===== src/rtl/spi_prog_loader_pkg.sv =====
// Shared definitions for the programming link: mode encoding, frame geometry
// and the loader state type. The driver side imports the same mode constants.
package spi_prog_loader_pkg;

    localparam logic [1:0] MODE_IDLE = 2'b00;
    localparam logic [1:0] MODE_LDI  = 2'b01;
    localparam logic [1:0] MODE_LDD  = 2'b10;
    localparam logic [1:0] MODE_RUN  = 2'b11;

    localparam int FRAME_BITS   = 12;
    localparam int DEF_PREAMBLE = 2;
    localparam int DEF_ADDR_W   = 4;
    localparam int DATA_W       = 8;

    typedef enum logic [2:0] {
        ST_IDLE,
        ST_PRE,
        ST_SHIFT,
        ST_COMMIT,
        ST_DRAIN,
        ST_RUN
    } loader_state_e;

    function automatic logic is_load_mode(input logic [1:0] mode);
        return (mode == MODE_LDI) || (mode == MODE_LDD);
    endfunction

endpackage


===== src/rtl/spi_prog_loader_shifter.sv =====
// LSB-first frame deserializer: bit k of the frame lands in word bit k.
// word_next exposes the word including the bit being sampled this cycle.
module spi_frame_shifter
    import spi_prog_loader_pkg::*;
(
    input  logic                  clk,
    input  logic                  rst,
    input  logic                  clear_i,
    input  logic                  shift_en_i,
    input  logic                  bit_i,
    output logic [FRAME_BITS-1:0] word_next_o,
    output logic                  last_o,
    output logic                  full_o
);

    localparam int CNT_W = $clog2(FRAME_BITS + 1);

    logic [FRAME_BITS-1:0] word_q;
    logic [CNT_W-1:0]      cnt_q;
    logic                  take;

    assign full_o = (cnt_q == CNT_W'(FRAME_BITS));
    assign last_o = (cnt_q == CNT_W'(FRAME_BITS - 1));
    assign take   = shift_en_i && !full_o;

    generate
        for (genvar gi = 0; gi < FRAME_BITS; gi++) begin : g_bit
            assign word_next_o[gi] = (take && (cnt_q == CNT_W'(gi))) ? bit_i : word_q[gi];
        end
    endgenerate

    always_ff @(posedge clk) begin
        if (rst || clear_i) begin
            word_q <= '0;
            cnt_q  <= '0;
        end else if (take) begin
            word_q <= word_next_o;
            cnt_q  <= cnt_q + CNT_W'(1);
        end
    end

endmodule


===== src/rtl/spi_prog_loader.sv =====
// Programming-link receiver: deserializes address/data frames into single-cycle
// write strobes for instruction memory or register file, and gates core run.
module spi_prog_loader
    import spi_prog_loader_pkg::*;
#(
    parameter int PREAMBLE = DEF_PREAMBLE,
    parameter int ADDR_W   = DEF_ADDR_W
) (
    input  logic              clk,
    input  logic              rst,
    input  logic              mosi_in,
    input  logic [1:0]        mode_in,
    output logic              imem_we,
    output logic              dmem_we,
    output logic [ADDR_W-1:0] wr_addr,
    output logic [7:0]        wr_data,
    output logic              run_out,
    input  logic              halt_in,
    output logic              done_out,
    output logic              frame_err,
    output logic [7:0]        frame_cnt
);

    localparam int PRE_W = $clog2(PREAMBLE + 1);
    // The accepting IDLE edge is the first preamble cycle, so PRE counts the rest.
    localparam logic [PRE_W-1:0] PRE_LOAD = PRE_W'(PREAMBLE - 1);

    loader_state_e     state_q, state_d;
    logic [1:0]        mode_lat_q, mode_lat_d;
    logic [PRE_W-1:0]  pre_cnt_q, pre_cnt_d;
    logic [ADDR_W-1:0] wr_addr_q;
    logic [7:0]        wr_data_q;
    logic [7:0]        frame_cnt_q;
    logic              frame_err_q;
    logic              abort;
    logic              commit;

    logic                  sh_shift_en;
    logic                  sh_clear;
    logic [FRAME_BITS-1:0] sh_word_next;
    logic                  sh_last;
    logic                  sh_full;

    assign sh_clear    = (state_q != ST_SHIFT);
    assign sh_shift_en = (state_q == ST_SHIFT) && (mode_in == mode_lat_q) && !sh_full;

    spi_frame_shifter u_shifter (
        .clk         (clk),
        .rst         (rst),
        .clear_i     (sh_clear),
        .shift_en_i  (sh_shift_en),
        .bit_i       (mosi_in),
        .word_next_o (sh_word_next),
        .last_o      (sh_last),
        .full_o      (sh_full)
    );

    always_ff @(posedge clk) begin
        if (rst) begin
            state_q    <= ST_IDLE;
            mode_lat_q <= MODE_IDLE;
            pre_cnt_q  <= '0;
        end else begin
            state_q    <= state_d;
            mode_lat_q <= mode_lat_d;
            pre_cnt_q  <= pre_cnt_d;
        end
    end

    always_comb begin
        state_d    = state_q;
        mode_lat_d = mode_lat_q;
        pre_cnt_d  = pre_cnt_q;
        abort      = 1'b0;
        commit     = 1'b0;
        case (state_q)
            ST_IDLE: begin
                if (is_load_mode(mode_in)) begin
                    mode_lat_d = mode_in;
                    pre_cnt_d  = PRE_LOAD;
                    state_d    = (PREAMBLE > 1) ? ST_PRE : ST_SHIFT;
                end else if (mode_in == MODE_RUN) begin
                    state_d = ST_RUN;
                end
            end
            ST_PRE: begin
                if (mode_in != mode_lat_q) begin
                    abort   = 1'b1;
                    state_d = ST_IDLE;
                end else if (pre_cnt_q <= PRE_W'(1)) begin
                    state_d = ST_SHIFT;
                end else begin
                    pre_cnt_d = pre_cnt_q - PRE_W'(1);
                end
            end
            ST_SHIFT: begin
                if (mode_in != mode_lat_q) begin
                    abort   = 1'b1;
                    state_d = ST_IDLE;
                end else if (sh_last) begin
                    commit  = 1'b1;
                    state_d = ST_COMMIT;
                end
            end
            ST_COMMIT: state_d = ST_DRAIN;
            ST_DRAIN: begin
                if (mode_in == MODE_IDLE) begin
                    state_d = ST_IDLE;
                end
            end
            ST_RUN: begin
                if (mode_in != MODE_RUN) begin
                    state_d = ST_IDLE;
                end
            end
            default: state_d = ST_IDLE;
        endcase
    end

    always_comb begin
        imem_we  = (state_q == ST_COMMIT) && (mode_lat_q == MODE_LDI);
        dmem_we  = (state_q == ST_COMMIT) && (mode_lat_q == MODE_LDD);
        run_out  = (state_q == ST_RUN) && (mode_in == MODE_RUN) && !halt_in;
        done_out = (state_q == ST_RUN) && (mode_in == MODE_RUN) && halt_in;
    end

    // Address/data and the frame count update on the edge entering COMMIT so they
    // are valid alongside the strobe, then hold until the next commit.
    always_ff @(posedge clk) begin
        if (rst) begin
            wr_addr_q   <= '0;
            wr_data_q   <= '0;
            frame_cnt_q <= '0;
            frame_err_q <= 1'b0;
        end else begin
            if (commit) begin
                wr_addr_q   <= sh_word_next[ADDR_W-1:0];
                wr_data_q   <= sh_word_next[ADDR_W +: 8];
                frame_cnt_q <= frame_cnt_q + 8'd1;
            end
            if (abort) begin
                frame_err_q <= 1'b1;
            end
        end
    end

    assign wr_addr   = wr_addr_q;
    assign wr_data   = wr_data_q;
    assign frame_cnt = frame_cnt_q;
    assign frame_err = frame_err_q;

endmodule


===== config.mk =====
export PLATFORM = sky130hd
export DESIGN_NAME = spi_prog_loader
export DESIGN_NICKNAME = d
export VERILOG_FILES = /design/src/rtl/spi_prog_loader_pkg.sv /design/src/rtl/spi_prog_loader_shifter.sv /design/src/rtl/spi_prog_loader.sv
export SDC_FILE = /design/constraint.sdc
export NUM_CORES = 1
export LEC_CHECK = 0
export ABC_AREA = 0
export CAP_MARGIN = 40
export CORE_MARGIN = 5
export CORE_UTILIZATION = 40
export DETAILED_ROUTE_END_ITERATION = 10
export GPL_ROUTABILITY_DRIVEN = 0
export PLACE_DENSITY_LB_ADDON = 0.05
export SETUP_SLACK_MARGIN = 0.05
export SYNTH_ARGS = -nofsm -noshare
export SYNTH_HDL_FRONTEND = slang
export SYNTH_HIERARCHICAL = 1
export SYNTH_SLANG_ARGS = --single-unit

===== constraint.sdc =====
create_clock -name clk -period 7 [get_ports clk]
set_clock_uncertainty 0.2 [all_clocks]
set_input_delay 2.1 -clock clk [delete_from_list [all_inputs] [get_ports clk]]
set_output_delay 2.1 -clock clk [all_outputs]
set_load 0.005 [all_outputs]

==> impl_results.md <==
* Critical path type: primary input to output port
* Gate power share at 8.7%
* Post-synthesis net count at 250
* Count of final setup violators at 0
* Sw Share at 24.3%
* CP Cell Sequence: clkdlybuf4s50_1 > ha_1 > nand2_1 > nor3_1 > clkdlybuf4s50_1
* Hold Path End: frame_err
* Total I/O pin count at 31
* Worst path max stage delay at 0.60 ns
* Crit end category: output port
* Total GRT Usage at 13.3%
* Skew-Pair Late Insertion Delay at 0.29 ns
* Required @ worst endpoint at 4.70 ns
* Post-route ant nets at 0
* Int Power at 352 µW
* Drt via density at 5.21
* DRC Markers at 0
* Synth Instances at 235
* Final Net Count at 275
* CTS buffer count at 5
* EDFF count, synth at 0
* Vias in the first global route at 1651
* Post-CTS setup buffers at 0
* Power share of the clock group at 35.0%
* Most used DFF post-synth: dfxtp_1
* H-tree depth at 2
* Max IR drop VDD at 0.000132 V
* Slew margin rel. at 47.9%
* CTS clk-pin slew, worst paths at 0.08 ns
* Die H at 85.9 µm
* CTS resizes at 0
* Die Wd at 85.9 µm
* Critical Path AT at 3.69 ns
* Maxcap violations at 0
* Reg power frac at 56.3%
* Area leader, netlist: dfxtp_1
* Multi-input logic area at 1290 µm²
* Hold path cells at 2
* Static Leak at 0.00114 µW
* Syn_area_per_cell at 9.82 µm²
* Slew Limit Fails at 0
* RSZ-0062 raised after global routing: no
* Sw Pwr at 113 µW
* CTS tree: done
* First-pass iteration count of the detailed router at 4
* # hold bufs at CTS at 0
* Largest net degree at the start of global routing at 34
* Fin cells at 333
* Grt ovf at 0
* Worst reg-to-reg setup slack at 4.21 ns
* Initial Utilization at 41.6%
* Most frequent cell on the critical path: clkdlybuf4s50_1
* Yosys top cell area share at 38.2%
* Seq/Total Area, Yosys at 38.2%
* Power density cells at 172 nW/µm²
* Placed Cells at 325
* Run status: completed
* Core box area at 5540 µm²
* DR iter-0 viols at 100
* FF/Latch Area at 881 µm²
* Commonest non-fill, non-tap cell in the layout: dfxtp_1
* Setup crit start kind: primary input
* Layout cell share with drive strength beyond 1 at 12.3%
* Bufs on Longest Clock Path at 2
* Post-synthesis cell area at 2310 µm²
* F_max at 0.167 GHz
* Area Growth Syn to Fin at 17.3%
* Fraction of registers with async set/reset at 0%
* Most frequent cells in the layout: 44 x dfxtp_1, 30 x clkdlybuf4s50_1, 27 x nor2_1, 15 x mux2i_1, 12 x mux2_4
* CP max stage cell: clkdlybuf4s50_1
* Antenna diode count at 0
* # fillers at 548
* Hold Path Origin: frame_err
* Fin Setup TNS at 0 ns
* HPWL after DPL at 3.07 mm
* Full die area at 7390 µm²
* Dominant cells by area after synthesis: dfxtp_1 38%, mux2_4 7.8%, mux2i_1 6.5%
* Worst slew pin tran at 0.778 ns
* Fin crit period at 5.99 ns
* #FFs+latches synth at 44
* I/O Buffers at 30
* Synth Warn # at 6
* Clk root buf: clkbuf_8
* Routed WL per cell at 13.8 µm
* Drt total wl at 4.58 mm
* R2R cell count at 6
* Via Count at 1734
* First-pass GRT wire length at 8.01 mm
* Reg2reg start: u_shifter/cnt_q[3]
* Final cycle utilization of the critical path at 85.6%
* Critical Path Fanout Max at 5
* Final Hold Vio Count at 0
* Hold WC Path Type: flip-flop to flip-flop
* # rows at 27
* Reg-to-Reg End: frame_cnt[7]
* Count of cell types in the netlist at 46
* Initial antenna violation count at 0
* Clock Sinks at 44
==> kinds of logic (layout without fill, tap and decap cells) <==
logic type / count (synthesis) / after routing / synth area share, %
flip-flops: 44 / 44 / 38.2
AND/OR/NAND/NOR: 97 / 97 / 25.9
multiplexers: 28 / 28 / 14.8
AO/OA/AOI/OAI: 28 / 28 / 7.54
buffers and inverters: 23 / 49 / 5.75
adder cells (fa/ha/maj): 9 / 9 / 4.88
XOR/XNOR: 6 / 6 / 2.93
==> per-layer routing <==
metal | wire [µm] | up-vias | track usage [%] | share of wire (%)
li1 | - | 879 | - | -
met5 | 0 | - | 0 | 0
met4 | 29 | 0 | 3.45 | 0.63
met3 | 237 | 2 | 3.36 | 5.2
met2 | 2110 | 42 | 20.5 | 46
met1 | 2210 | 811 | 18.3 | 48
==> how the worst max path moves through the flow <==
stage                     to       start  slack (ns)  cells after the start
floorplan           done_out  mode_in[0]        2.21                      3
global placement    done_out  mode_in[1]        1.03                      5
detailed placement  done_out  mode_in[0]         1.0                      5
CTS                 done_out  mode_in[0]         1.0                      5
global route        done_out  mode_in[1]        0.92                      5
finish               run_out  mode_in[0]        1.01                      5
==> per-stage QoR <==
stage	utilization (%)	hold slack (ns)	total power, µW	instance area, µm²	worst slack (ns)
after floorplan	-	0.255	296	2310	2.21
after global placement	47.2	0.257	309	2610	1.03
after detailed placement	47.2	0.264	308	2610	0.996
after CTS	48.8	0.287	474	2710	0.995
after global routing	48.8	0.328	490	2710	0.924
final	48.8	0.283	465	2710	1.01
==> synth_stat cells, drive strengths merged (2+ instances only) <==
cell type and count:
a21oi 10, clkbuf 8, nand2b 4, nor3 8, nand2 6, dfxtp 44
inv 9, mux2 13, nand3b 2, buf 6, nor3b 3, nor2 27
xnor2 2, o31ai 3, o21ai 5, nand3 8, nand4b 8, or3 2
mux2i 15, xor2 4, and4bb 5, nor2b 2, a31oi 2, ha 9
or4 3, nand4 3, and2 13
==> flip-flops by register name (all words and copies together) (netlist names) <==
name and cells:
frame_err 1, u_shifter/word_q 12, u_shifter/cnt_q 4, state_q 3, wr_data 8, wr_addr 4
pre_cnt_q 2, mode_lat_q 2, frame_cnt 8
==> worst max-delay path, delay by kind of cell <==
family / cells / cell delay [ns]
adder cells (fa/ha/maj): 1 / 0.21
buffers and inverters: 2 / 1.13
AND/OR/NAND/NOR: 2 / 0.25
==> power by group through the flow <==
stage	clock, µW	combinational (µW)	sequential, µW
after floorplan	0	32.1	263
after global placement	0	40.7	268
after detailed placement	0	40.7	268
after CTS	171	40.9	262
after global routing	182	44.9	263
final	163	40.7	262
==> layout make-up <==
type / count / share of cell area [%]
clock buffer: 6 / 3.05
clock inverter: 2 / 0.370
inverter: 9 / 1.25
multi-input combinational: 168 / 47.8
sequential: 44 / 32.5
tap: 72 / 3.33
timing repair buffer: 32 / 11.7
(Power assumes the default switching activity.)
